[config.mk]
export PLATFORM = sky130hd
export DESIGN_NAME = scroll_reg_writer_flat
export DESIGN_NICKNAME = d
export VERILOG_FILES = /design/src/rtl/scroll_reg_writer_pkg.sv /design/src/rtl/scroll_reg_writer_if.sv /design/src/rtl/scroll_reg_writer_cpu_wr_edge.sv /design/src/rtl/scroll_reg_writer.sv /design/src/flat_wrapper.sv
export SDC_FILE = /design/constraint.sdc
export NUM_CORES = 1
export LEC_CHECK = 0
export ABC_AREA = 1
export BUFFER_PORTS_ARGS = -buffer_cell sky130_fd_sc_hd__buf_2
export CAP_MARGIN = 40
export CORE_MARGIN = 5
export CORE_UTILIZATION = 52
export DETAILED_ROUTE_END_ITERATION = 8
export PLACE_DENSITY = 0.76
export SLEW_MARGIN = 15
export SYNTH_ARGS = -nofsm -noshare
export SYNTH_HDL_FRONTEND = slang
export SYNTH_SLANG_ARGS = --single-unit
[constraint.sdc]
create_clock -name i_EMU_MCLK -period 1.1 [get_ports i_EMU_MCLK]
set_input_delay 0.11 -clock i_EMU_MCLK [delete_from_list [all_inputs] [get_ports i_EMU_MCLK]]
set_output_delay 0.11 -clock i_EMU_MCLK [all_outputs]
set_load 0.05 [all_outputs]
[src/rtl/scroll_reg_writer_pkg.sv]
// Shared types and constants for the scroll register writer.
package scroll_pkg;

    localparam int unsigned NUM_SCROLL = 4;
    localparam int unsigned IDX_W      = 2;
    localparam int unsigned DATA_W     = 8;

    localparam logic [NUM_SCROLL-1:0] REGEN_IDLE = 4'hF;

    typedef enum logic {
        ST_IDLE  = 1'b0,
        ST_DRIVE = 1'b1
    } state_e;

    // Index of the lowest set bit; zero when nothing is set.
    function automatic logic [IDX_W-1:0] lowest_set(input logic [NUM_SCROLL-1:0] v);
        logic [IDX_W-1:0] r;
        r = '0;
        for (int i = NUM_SCROLL - 1; i >= 0; i--) begin
            if (v[i]) r = IDX_W'(i);
        end
        return r;
    endfunction

endpackage

[src/rtl/scroll_reg_writer_if.sv]
// CPU write bus in, scroller commit bus out.
interface scroll_reg_writer_if;
    import scroll_pkg::*;

    logic                  i_CS_n;
    logic                  i_WR_n;
    logic [IDX_W-1:0]      i_ADDR;
    logic [DATA_W-1:0]     i_DIN;
    logic [NUM_SCROLL-1:0] o_REGEN_n;
    logic [DATA_W-1:0]     o_REGDIN;
    logic                  o_BUSY;

    modport master (
        output i_CS_n, i_WR_n, i_ADDR, i_DIN,
        input  o_REGEN_n, o_REGDIN, o_BUSY
    );

    modport slave (
        input  i_CS_n, i_WR_n, i_ADDR, i_DIN,
        output o_REGEN_n, o_REGDIN, o_BUSY
    );

endinterface

[src/rtl/scroll_reg_writer_cpu_wr_edge.sv]
// Z80 write strobe edge detector: one-cycle pulse on the rising edge of
// /CS|/WR, with address and data captured on that same cycle.
module cpu_wr_edge
    import scroll_pkg::*;
#(
    parameter int unsigned ADDR_W = IDX_W,
    parameter int unsigned DAT_W  = DATA_W
) (
    input  logic              clk_i,
    input  logic              rst_n_i,
    input  logic              cs_n_i,
    input  logic              wr_n_i,
    input  logic [ADDR_W-1:0] addr_i,
    input  logic [DAT_W-1:0]  din_i,
    output logic              ev_o,
    output logic [ADDR_W-1:0] addr_o,
    output logic [DAT_W-1:0]  din_o
);

    logic              s_q;
    logic              ev_q;
    logic [ADDR_W-1:0] addr_q;
    logic [DAT_W-1:0]  din_q;
    logic              s_c;
    logic              rise_c;

    assign s_c    = cs_n_i | wr_n_i;
    assign rise_c = s_c & ~s_q;

    // Strobe history starts high so reset never produces a false event.
    always_ff @(posedge clk_i) begin
        if (!rst_n_i) begin
            s_q    <= 1'b1;
            ev_q   <= 1'b0;
            addr_q <= '0;
            din_q  <= '0;
        end else begin
            s_q  <= s_c;
            ev_q <= rise_c;
            if (rise_c) begin
                addr_q <= addr_i;
                din_q  <= din_i;
            end
        end
    end

    assign ev_o   = ev_q;
    assign addr_o = addr_q;
    assign din_o  = din_q;

endmodule

[src/rtl/scroll_reg_writer.sv]
// Shadow registers plus commit FSM that delivers one scroller register per
// pixel-enable period, optionally deferred to vertical blank.
module scroll_reg_writer
    import scroll_pkg::*;
#(
    parameter logic [DATA_W-1:0] SHADOW_INIT = 8'd0
) (
    input  logic i_EMU_MCLK,
    input  logic i_EMU_RST_n,
    input  logic i_EMU_CLK6MPCEN_n,
    input  logic i_VBLANK,
    input  logic i_LATCHMODE,
    scroll_reg_writer_if.slave bus
);

    logic              wr_ev;
    logic [IDX_W-1:0]  wr_addr;
    logic [DATA_W-1:0] wr_din;

    logic [DATA_W-1:0]     shadow_q [NUM_SCROLL];
    logic [NUM_SCROLL-1:0] pending_q, pending_d;
    logic                  dirty_q, dirty_d;
    state_e                state_q, state_d;
    logic [IDX_W-1:0]      cur_q, cur_d;
    logic [NUM_SCROLL-1:0] regen_q, regen_d;
    logic [DATA_W-1:0]     regdin_q, regdin_d;
    logic                  busy_q, busy_d;
    logic [IDX_W-1:0]      pick_c;
    logic                  eligible_c;

    cpu_wr_edge #(
        .ADDR_W (IDX_W),
        .DAT_W  (DATA_W)
    ) u_wr_edge (
        .clk_i   (i_EMU_MCLK),
        .rst_n_i (i_EMU_RST_n),
        .cs_n_i  (bus.i_CS_n),
        .wr_n_i  (bus.i_WR_n),
        .addr_i  (bus.i_ADDR),
        .din_i   (bus.i_DIN),
        .ev_o    (wr_ev),
        .addr_o  (wr_addr),
        .din_o   (wr_din)
    );

    assign pick_c     = lowest_set(pending_q);
    assign eligible_c = !i_LATCHMODE || i_VBLANK;

    // Shadow registers take every CPU write immediately.
    always_ff @(posedge i_EMU_MCLK) begin
        if (!i_EMU_RST_n) begin
            for (int i = 0; i < NUM_SCROLL; i++) shadow_q[i] <= SHADOW_INIT;
        end else if (wr_ev) begin
            shadow_q[wr_addr] <= wr_din;
        end
    end

    // Next-state: priority pick in IDLE, hold until the pixel enable in DRIVE.
    always_comb begin
        state_d   = state_q;
        cur_d     = cur_q;
        dirty_d   = dirty_q;
        pending_d = pending_q;
        regen_d   = regen_q;
        regdin_d  = regdin_q;
        case (state_q)
            ST_IDLE: begin
                if (eligible_c && (pending_q != '0)) begin
                    cur_d    = pick_c;
                    regdin_d = shadow_q[pick_c];
                    regen_d  = ~(NUM_SCROLL'(1) << pick_c);
                    // A write landing on the pick edge already missed the latch.
                    dirty_d  = wr_ev && (wr_addr == pick_c);
                    state_d  = ST_DRIVE;
                end
            end
            ST_DRIVE: begin
                if (wr_ev && (wr_addr == cur_q)) dirty_d = 1'b1;
                if (!i_EMU_CLK6MPCEN_n) begin
                    regen_d = REGEN_IDLE;
                    state_d = ST_IDLE;
                    if (!dirty_q) pending_d[cur_q] = 1'b0;
                end
            end
            default: state_d = ST_IDLE;
        endcase
        if (wr_ev) pending_d[wr_addr] = 1'b1;
        busy_d = (pending_d != '0) || (state_d == ST_DRIVE);
    end

    // State and output registers.
    always_ff @(posedge i_EMU_MCLK) begin
        if (!i_EMU_RST_n) begin
            state_q   <= ST_IDLE;
            cur_q     <= '0;
            dirty_q   <= 1'b0;
            pending_q <= '0;
            regen_q   <= REGEN_IDLE;
            regdin_q  <= SHADOW_INIT;
            busy_q    <= 1'b0;
        end else begin
            state_q   <= state_d;
            cur_q     <= cur_d;
            dirty_q   <= dirty_d;
            pending_q <= pending_d;
            regen_q   <= regen_d;
            regdin_q  <= regdin_d;
            busy_q    <= busy_d;
        end
    end

    assign bus.o_REGEN_n = regen_q;
    assign bus.o_REGDIN  = regdin_q;
    assign bus.o_BUSY    = busy_q;

endmodule

[src/flat_wrapper.sv]
// flat-port wrapper written by rule: the top's interface ports become plain ports
module scroll_reg_writer_flat import scroll_pkg::*;
#(
    parameter logic [DATA_W-1:0] SHADOW_INIT = 8'd0
)
  (i_EMU_MCLK, i_EMU_RST_n, i_EMU_CLK6MPCEN_n, i_VBLANK, i_LATCHMODE, bus_i_CS_n, bus_i_WR_n, bus_i_ADDR, bus_i_DIN, bus_o_REGEN_n, bus_o_REGDIN, bus_o_BUSY);
  scroll_reg_writer_if bus_i ();
  input  logic i_EMU_MCLK;
  input  logic i_EMU_RST_n;
  input  logic i_EMU_CLK6MPCEN_n;
  input  logic i_VBLANK;
  input  logic i_LATCHMODE;
  input wire logic [$bits(bus_i.i_CS_n)-1:0] bus_i_CS_n;
  input wire logic [$bits(bus_i.i_WR_n)-1:0] bus_i_WR_n;
  input wire logic [$bits(bus_i.i_ADDR)-1:0] bus_i_ADDR;
  input wire logic [$bits(bus_i.i_DIN)-1:0] bus_i_DIN;
  output wire logic [$bits(bus_i.o_REGEN_n)-1:0] bus_o_REGEN_n;
  output wire logic [$bits(bus_i.o_REGDIN)-1:0] bus_o_REGDIN;
  output wire logic [$bits(bus_i.o_BUSY)-1:0] bus_o_BUSY;
  assign bus_i.i_CS_n = bus_i_CS_n;
  assign bus_i.i_WR_n = bus_i_WR_n;
  assign bus_i.i_ADDR = bus_i_ADDR;
  assign bus_i.i_DIN = bus_i_DIN;
  assign bus_o_REGEN_n = bus_i.o_REGEN_n;
  assign bus_o_REGDIN = bus_i.o_REGDIN;
  assign bus_o_BUSY = bus_i.o_BUSY;
  scroll_reg_writer #(.SHADOW_INIT(SHADOW_INIT)) u_core (.i_EMU_MCLK(i_EMU_MCLK), .i_EMU_RST_n(i_EMU_RST_n), .i_EMU_CLK6MPCEN_n(i_EMU_CLK6MPCEN_n), .i_VBLANK(i_VBLANK), .i_LATCHMODE(i_LATCHMODE), .bus(bus_i));
endmodule
==> results.sh, run 1 <==
export IMPL_outcome="complete, but fails checks"
export IMPL_violations="setup timing"
export IMPL_clk_path_buf_depth=2
export IMPL_viasPerCell=5.15
export IMPL_p_seq_share_pct=51.7
export IMPL_antenna_left=0
export IMPL_fin_area_sq_um=3720
export IMPL_grt_max_degree=22
export IMPL_syn_cell_area_sq_um=2800
export IMPL_grt_usage_pct=19.9
export IMPL_finish_net_count=410
export IMPL_combPwrFrac_pct=7.7
export IMPL_cp_max_fo=7
export IMPL_r2r_start="u_core.pending_q[3]"
export IMPL_place_congestion=0.869
export IMPL_finalCritPeriodShare_pct=115
export IMPL_rsz0062_at_grt="yes"
export IMPL_maxCapViolCount=0
export IMPL_worst_pin_slew_ps=250
export IMPL_num_vias=2411
export IMPL_num_rows=26
export IMPL_ys_types=22
export IMPL_setup_viol=14
export IMPL_final_cell_mix="nor2_1 (65), nand2_1 (54), edfxtp_1 (32)"
export IMPL_n_fill_cell=396
export IMPL_path_class="reg -> reg"
export IMPL_ys_seq_elements=65
export IMPL_mostFrequentLayoutCell="nor2_1"
export IMPL_place_ws_ps=-128
export IMPL_setup_slack_ps=-164
export IMPL_cts_tree="done"
export IMPL_worstReg2RegEnd="u_core.bus.o_REGDIN[1]"
export IMPL_dieHeight_um=83.4
export IMPL_yosysTopAreaCellShare_pct=34.3
export IMPL_sw_frac_of_total_pct=23.4
export IMPL_r2r_setup_slack_ps=-160
export IMPL_syn_inst=324
export IMPL_holdCritStartpoint="bus_i_DIN[1]"
export IMPL_yosysSeqAreaShare_pct=57.9
export IMPL_die_area_sq_um=6950
export IMPL_syn_to_final_growth_pct=33.0
export IMPL_reg2reg_depth=7
export IMPL_drcViolationCount=0
export IMPL_cts_sinks=65
export IMPL_slew_limit_headroom_pct=83.3
export IMPL_final_cell_count_no_fill=468
export IMPL_clk_insertion_delay_late_ps=340
export IMPL_start_util_pct=54.1
export IMPL_cp_arrival_ps=1540
export IMPL_hold_path_class="in -> reg"
export IMPL_drive_gt1_share_pct=35.2
export IMPL_power_density_nw_per_um2=1380
export IMPL_routedWlPerCell_um=14.4
export IMPL_crit_path_end_kind="flop"
export IMPL_cts_root_buffer="clkbuf_8"
export IMPL_total_power_mw=5.14
export IMPL_wl_mm=6.76
export IMPL_ir_worst_vdd_uv=932
export IMPL_placement_io_buffers=29
export IMPL_dpl_cell_area_sq_um=3230
export IMPL_cp_start_kind="flop"
export IMPL_antenna_found_initial=0
export IMPL_grt_pass1_wl_mm=11.0
export IMPL_core_area_sq_um=5170
export IMPL_die_w_um=83.4
export IMPL_first_pass_iters=4
export IMPL_yosys_top_cells_area="edfxtp_1 (34%), dfxtp_1 (24%), nor2_1 (9.7%)"
export IMPL_synth_nets=341
export IMPL_drtIter0Drc=203
export IMPL_grt_pass1_vias=2381
export IMPL_report_final_slew_viol_count=0
export IMPL_power_internal_mw=3.93
export IMPL_clk_pin_slew_worst_paths_ps=70
export IMPL_whs_endpoint="u_core.u_wr_edge.din_o[1]"
export IMPL_n_antenna_cell=0
export IMPL_switchingPower_mw=1.20
export IMPL_dp_cells=441
export IMPL_hold_depth=3
export IMPL_cp_required_ps=1380
export IMPL_hold_viol_final=0
export IMPL_io_pins=30
export IMPL_pwr_share_clk_pct=40.6
export IMPL_layout_min_cycle_time_ps=1260
export IMPL_synth_largest_area_cell="edfxtp_1"
export IMPL_dp_hpwl_mm=4.33
export IMPL_skew_ps=8.41
export IMPL_syn_avg_cell_area_sq_um=8.64
export IMPL_grt_overflow=0
export IMPL_cellLeakagePower_nw=1.65
export IMPL_final_core_util_pct=72.0
export IMPL_ys_warn_count=0
export IMPL_h_tree_depth=3
export IMPL_cts_buffers=9
export IMPL_fmax_mhz=791
[routing by layer]
metal	track usage, %	up-vias	share of wire (%)
met1	25.0	1117	42
met5	0	-	0
li1	-	1199	-
met4	8.62	0	2.4
met2	32.9	81	49
met3	4.36	14	5.9
[power by group through the flow]
stage | Combinational [mW] | Clock [mW] | Sequential, mW
after CTS | 0.377 | 2.10 | 2.66
after global routing | 0.431 | 2.21 | 2.67
final | 0.394 | 2.08 | 2.66
after detailed placement | 0.342 | 0 | 2.71
after floorplan | 0.175 | 0 | 2.75
after global placement | 0.336 | 0 | 2.71
[synthesized netlist by cell type]
library cell	count
dfxtp_1	33
edfxtp_1	32
buf_2	5
buf_6	5
nor2_2	4
nand3_1	42
nand3_2	1
o21ai_0	18
nand3b_1	1
inv_1	17
nand2_2	4
o21ai_2	1
inv_2	8
o21ai_1	6
nor2_1	72
a21oi_1	8
clkbuf_1	2
a21oi_2	1
nand3_4	1
nand2_1	61
o21ai_4	1
nand4_1	1
[cell families (layout without fill, tap and decap cells)]
| logic type | after synthesis | after routing | share of synthesized area (%) |
|---|---|---|---|
| and+or+nand+nor | 187 | 187 | 28.6 |
| DFF | 65 | 65 | 57.9 |
| buffers and inverters | 37 | 111 | 6.53 |
| AOI/OAI and AO/OA | 35 | 35 | 6.93 |
[how the worst max path moves through the flow]
stage | start | endpoint | slack (ps) | depth (start not counted)
4_1_cts | u_core.pending_q[3] | u_core.dirty_q | -130 | 8
3_3_place_gp | u_core.pending_q[2] | u_core.dirty_q | -80 | 10
3_5_place_dp | u_core.pending_q[2] | u_core.bus.o_REGEN_n[1] | -130 | 7
5_1_grt | u_core.pending_q[3] | u_core.bus.o_REGDIN[5] | -250 | 7
6_report | u_core.pending_q[3] | u_core.bus.o_REGDIN[1] | -160 | 7
2_1_floorplan | u_core.u_wr_edge.addr_o[1] | u_core.shadow_q[2][0] | -40 | 4
[flip-flops by register name (all words and copies together) (netlist names), 2 cells and up]
| signal | count |
|---|---|
| u_core.bus.o_REGDIN | 8 |
| u_core.bus.o_REGEN_n | 4 |
| u_core.cur_q | 2 |
| u_core.pending_q | 4 |
| u_core.shadow_q | 32 |
| u_core.u_wr_edge.addr_o | 2 |
| u_core.u_wr_edge.din_o | 8 |
[per-stage QoR]
step,setup TNS (ps),hold WS [ps]
2_1_floorplan,-611,217
3_3_place_gp,-1270,307
3_5_place_dp,-1960,326
4_1_cts,-1610,1.13
5_1_grt,-2850,24.6
6_report,-1680,19.6
[layout make-up]
type	instances	area, sq um	area share, %
sequential	65	1640	44.1
multi-input combinational	222	1150	30.9
timing repair buffer	70	537	14.4
clock buffer	12	155	4.17
inverter	25	101	2.72
tap	70	87.6	2.35
clock inverter	4	51.3	1.38
[critical path, cell delays in order (launching register included)]
cell and delay [ps]:
dfxtp_4 370, buf_6 120, o21ai_4 220, buf_6 190
nand3_2 90, nand3_2 60, nor2_1 50, nor2_1 100
[repair_timing]
item | in CTS | in global routing
cloned | 1 | 2
hold buffers | 8 | 0
setup buffers | 0 | 0
pin swaps | 12 | 8
hold endpoints to repair | 8 | 0
setup endpoints to repair | 41 | 72
gates resized for setup | 25 | 26
Note: power is estimated with default switching activity, not from simulation.
==> run 2: changes to the inputs <==
- CORE_UTILIZATION: 52 -> 40
- PLACE_DENSITY: 0.76 -> 0.61
==> run 2 against run 1 <==
  * The run ends with hold timing, setup timing left
  * Non-clock buffer count is 2 higher
  * Core utilization is 17 points lower
  * Cell area is 0.84% higher
  * Critical path type unchanged
  * Highest routed layer unchanged
==> results.sh, run 2 (synthesis results as in run 1) <==
export IMPL_postCtsHoldBufs=9
export IMPL_die_w_um=93.7
export IMPL_cp_required_ps=1370
export IMPL_fin_area_sq_um=3750
export IMPL_largest_register="u_core.shadow_q"
export IMPL_pwr_share_clk_pct=39.6
export IMPL_placement_io_buffers=29
export IMPL_cts_tree="done"
export IMPL_crit_path_end_kind="flop"
export IMPL_finish_net_count=412
export IMPL_dieHeight_um=93.7
export IMPL_power_internal_mw=3.93
export IMPL_n_antenna_cell=0
export IMPL_routedWlPerCell_um=12.8
export IMPL_die_area_sq_um=8770
export IMPL_final_cell_mix="nor2_1 (64), nand2_1 (55), nand3_1 (35)"
export IMPL_grt_overflow=0
export IMPL_hold_path_class="in -> reg"
export IMPL_reg2reg_depth=7
export IMPL_drive_gt1_share_pct=32.5
export IMPL_n_fill_cell=616
export IMPL_drcViolationCount=0
export IMPL_dp_hpwl_mm=4.37
export IMPL_rsz0062_at_grt="yes"
export IMPL_grt_max_degree=22
export IMPL_layout_min_cycle_time_ps=1220
export IMPL_fmax_mhz=822
export IMPL_hold_depth=3
export IMPL_cts_buffers=9
export IMPL_h_tree_depth=3
export IMPL_cp_arrival_ps=1480
export IMPL_violations="hold timing, setup timing"
export IMPL_setup_slack_ps=-117
export IMPL_maxCapViolCount=0
export IMPL_grt_pass1_vias=2165
export IMPL_sw_frac_of_total_pct=22.4
export IMPL_worst_pin_slew_ps=308
export IMPL_hold_viol_final=1
export IMPL_cellLeakagePower_nw=1.64
export IMPL_first_pass_iters=4
export IMPL_final_core_util_pct=55.3
export IMPL_path_class="reg -> reg"
export IMPL_cts_root_buffer="clkbuf_8"
export IMPL_report_final_slew_viol_count=0
export IMPL_num_vias=2287
export IMPL_holdWs_ps=-20.6
export IMPL_power_density_nw_per_um2=1350
export IMPL_finalCritPeriodShare_pct=111
export IMPL_clk_insertion_delay_late_ps=330
export IMPL_largest_reg_flops=32
export IMPL_viasPerCell=4.61
export IMPL_wl_mm=6.33
export IMPL_grt_pass1_wl_mm=10.5
export IMPL_syn_to_final_growth_pct=34.2
export IMPL_combPwrFrac_pct=8.0
export IMPL_skew_ps=5.18
export IMPL_switchingPower_mw=1.13
export IMPL_grt_usage_pct=15.6
export IMPL_slew_limit_headroom_pct=79.5
export IMPL_clk_pin_slew_worst_paths_ps=70
export IMPL_antenna_left=0
export IMPL_outcome="complete, but fails checks"
export IMPL_num_rows=30
export IMPL_ir_worst_vdd_uv=1040
export IMPL_start_util_pct=41.2
export IMPL_cp_max_fo=18
export IMPL_clk_path_buf_depth=2
export IMPL_p_seq_share_pct=52.4
export IMPL_drtIter0Drc=115
export IMPL_io_pins=30
export IMPL_cts_sinks=65
export IMPL_dpl_cell_area_sq_um=3290
export IMPL_mostFrequentLayoutCell="nor2_1"
export IMPL_core_area_sq_um=6790
export IMPL_antenna_found_initial=0
export IMPL_total_power_mw=5.06
export IMPL_setup_viol=15
export IMPL_cp_start_kind="flop"
export IMPL_place_congestion=0.796
[run 2: per-stage QoR]
| step | cells | setup TNS [ps] | worst slack, ps |
|---|---|---|---|
| after floorplan | 324 | -611 | -39.2 |
| after global placement | 468 | -2190 | -89.5 |
| after detailed placement | 468 | -3290 | -160 |
| after CTS | 493 | -2090 | -128 |
| after global routing | 496 | -2690 | -226 |
| final | 496 | -1380 | -117 |
[run 2: what timing repair did]
| action | CTS | global route |
|---|---|---|
| pin swaps | 1 | 9 |
| resized for setup | 10 | 38 |
| setup buffers | 0 | 2 |
| gates cloned | 0 | 1 |
| endpoints found under the setup margin | 55 | 53 |
| endpoints found under the hold margin | 9 | 1 |
[run 2: layer usage]
metal | track usage, % | share of wire, % | vias up
li1 | - | - | 1208
met1 | 20.8 | 48 | 1018
met2 | 23.8 | 46 | 49
met3 | 2.72 | 3.8 | 12
met4 | 9.27 | 2.4 | 0
met5 | 0 | 0 | -
[run 2: cell type report]
type                            instances  area [sq um]  area share, %
Sequential cell                        65          1650           43.9
Multi-Input combinational cell        222          1110           29.6
Inverter                               25           106           2.83
Timing Repair Buffer                   72           572           15.2
Clock inverter                          3          38.8           1.03
Tap cell                               96           120           3.20
Clock buffer                           13           159           4.23
[run 2: power groups by stage]
stage          clock (mW)  combinational, mW  sequential (mW)
3_3_place_gp            0              0.346             2.71
6_report             2.01              0.405             2.65
3_5_place_dp            0              0.352             2.71
4_1_cts              2.05              0.382             2.65
2_1_floorplan           0              0.175             2.75
5_1_grt              2.16              0.449             2.66
[run 2: critical path, cell delays in order, from the launching register on]
cell and delay [ps]:
dfxtp_4 370, buf_12 130, o21ai_4 170, buf_12 170, nand3_2 90, nand3_2 70
nor2_1 50, nor2_1 100
[run 2: final timing paths]
path                           start                 endpoint  slack (ps)
max              u_core.pending_q[2]   u_core.bus.o_REGDIN[5]        -120
min                       bus_i_WR_n     u_core.u_wr_edge.s_q         -20
max reg2reg      u_core.pending_q[2]   u_core.bus.o_REGDIN[5]        -120
min reg2reg  u_core.bus.o_REGEN_n[1]  u_core.bus.o_REGEN_n[1]         470
==> run 3: changes to the inputs <==
- SETUP_SLACK_MARGIN: default -> 0.15
==> run 3 against run 2 <==
  * The run ends with setup timing left
  * Core utilization increased by 9.2 points
  * Non-clock buffer count increased by 6
  * Final cell count increased by 1.2%
  * Clock power increased by 8%
  * Register-to-register slack about the same
  * Worst setup slack got worse by 4.2 ps
  * Critical endpoint is now u_core.bus.o_REGDIN[7]
  * Largest power group unchanged
  * Highest routed layer unchanged
==> results.sh, run 3 (synthesis results as in run 1) <==
export IMPL_mostFrequentLayoutCell="nor2_1"
export IMPL_cts_sinks=65
export IMPL_wl_mm=6.96
export IMPL_die_w_um=93.7
export IMPL_rsz0062_at_grt="yes"
export IMPL_cpLargestDelayFamily="simple AND/OR/NAND/NOR gates"
export IMPL_grt_pass1_vias=2294
export IMPL_path_class="reg -> reg"
export IMPL_clk_pin_slew_worst_paths_ps=80
export IMPL_r2r_setup_slack_ps=-120
export IMPL_reg2reg_depth=7
export IMPL_cp_arrival_ps=1460
export IMPL_grt_overflow=0
export IMPL_cts_tree="done"
export IMPL_worst_pin_slew_ps=240
export IMPL_largest_reg_flops=32
export IMPL_final_cell_mix="nor2_1 (46), nand2_1 (44), edfxtp_1 (32)"
export IMPL_path_buf_inv=1
export IMPL_start_util_pct=41.2
export IMPL_maxCapViolCount=0
export IMPL_hold_depth=3
export IMPL_place_congestion=0.823
export IMPL_drcViolationCount=0
export IMPL_slew_limit_headroom_pct=84.0
export IMPL_placement_io_buffers=29
export IMPL_syn_to_final_growth_pct=56.5
export IMPL_dieHeight_um=93.7
export IMPL_routedWlPerCell_um=13.9
export IMPL_layout_min_cycle_time_ps=1220
export IMPL_cts_root_buffer="clkbuf_8"
export IMPL_antenna_left=0
export IMPL_holdCritStartpoint="bus_i_ADDR[1]"
export IMPL_num_rows=30
export IMPL_grt_usage_pct=16.2
export IMPL_drtIter0Drc=137
export IMPL_drive_gt1_share_pct=48.8
export IMPL_cp_start_kind="flop"
export IMPL_largest_register="u_core.shadow_q"
export IMPL_whs_endpoint="u_core.u_wr_edge.addr_o[1]"
export IMPL_crit_chain="nor2_4 -> o21ai_4 -> buf_12 -> nand3_1 -> nand3_1 -> nor2_1 -> nor2_1"
export IMPL_worstReg2RegEnd="u_core.bus.o_REGDIN[7]"
export IMPL_power_density_nw_per_um2=1230
export IMPL_cellLeakagePower_nw=1.73
export IMPL_core_area_sq_um=6790
export IMPL_violations="setup timing"
export IMPL_fin_setup_tns_ps=-1250
export IMPL_final_cell_count_no_fill=502
export IMPL_setup_viol=15
export IMPL_clk_insertion_delay_late_ps=340
export IMPL_hold_path_class="in -> reg"
export IMPL_antenna_found_initial=0
export IMPL_finalCritPeriodShare_pct=111
export IMPL_io_pins=30
export IMPL_cts_buffers=9
export IMPL_dp_hpwl_mm=4.35
export IMPL_grt_max_degree=34
export IMPL_cp_required_ps=1340
export IMPL_hold_viol_final=0
export IMPL_fmax_mhz=819
export IMPL_max_stage_delay_ps=340
export IMPL_r2r_start="u_core.pending_q[1]"
export IMPL_crit_path_end_kind="flop"
export IMPL_dpl_cell_area_sq_um=3290
export IMPL_holdWs_ps=22.2
export IMPL_first_pass_iters=4
export IMPL_h_tree_depth=3
export IMPL_setup_slack_ps=-121
export IMPL_report_final_slew_viol_count=0
export IMPL_n_fill_cell=540
export IMPL_skew_ps=6.88
export IMPL_clk_path_buf_depth=2
export IMPL_n_antenna_cell=0
export IMPL_finish_net_count=418
export IMPL_outcome="complete, but fails checks"
export IMPL_viasPerCell=4.81
export IMPL_cp_slowest_cell="dfxtp_2"
export IMPL_cp_max_fo=18
export IMPL_grt_pass1_wl_mm=11.0
export IMPL_die_area_sq_um=8770
export IMPL_final_core_util_pct=64.5
export IMPL_dp_cells=457
export IMPL_fin_area_sq_um=4380
export IMPL_num_vias=2413
export IMPL_ir_worst_vdd_uv=732
run 3: report_power, final:
part	internal [mW]	leakage [nW]	switching (mW)
registers	2.61	0.606	0.0663
clock network	1.18	0.102	0.999
logic	0.223	1.03	0.302
run 3: cell type report:
class / count / area, sq um / area share (%)
inverters: 25 / 144 / 3.29
well taps: 96 / 120 / 2.74
multi-input cells: 222 / 1500 / 34.3
flip-flops and latches: 65 / 1660 / 37.9
clock buffers: 11 / 151 / 3.46
clock inverters: 5 / 62.6 / 1.43
repair buffers: 78 / 737 / 16.8
run 3: worst max-delay path by stage:
stage          slack [ps]  cells past startpoint                 from                      end
2_1_floorplan         -30                      8  u_core.pending_q[1]   u_core.bus.o_REGDIN[0]
3_3_place_gp          -80                      8  u_core.pending_q[0]   u_core.bus.o_REGDIN[5]
3_5_place_dp         -100                      7  u_core.pending_q[2]  u_core.bus.o_REGEN_n[0]
4_1_cts               -90                      8  u_core.pending_q[0]           u_core.dirty_q
5_1_grt              -210                      9      u_core.cur_q[1]        u_core.bus.o_BUSY
6_report             -120                      7  u_core.pending_q[1]   u_core.bus.o_REGDIN[7]
run 3: tightest hold or removal path: stages:
cell	delay, ps
buf_2	80
o21ai_1	50
a21oi_1	90
run 3: repair_timing:
| item | 4_1_cts | 5_1_grt |
|---|---|---|
| endpoints found under the setup margin | 97 | 102 |
| pin swaps | 13 | 26 |
| buffers inserted | 12 | 8 |
| endpoints found under the hold margin | 9 | 0 |
| resized for setup | 91 | 96 |
| hold buffers | 9 | 0 |
| cloned | 0 | 0 |
run 3: metal layers:
layer	routed length [um]	part of all wire [%]	GRT usage (%)	vias to the layer above
li1	-	-	-	1223
met1	3040	44	21.4	1097
met2	3440	49	25.8	81
met3	403	5.8	4.89	12
met4	76	1.1	4.33	0
met5	0	0	0	-
run 3: stage by stage:
step / total power, mW / setup slack, ps
after floorplan: 2.95 / -31.7
after global placement: 3.06 / -81.7
after detailed placement: 3.07 / -105
after CTS: 5.32 / -92.4
after global routing: 5.60 / -208
final: 5.39 / -121
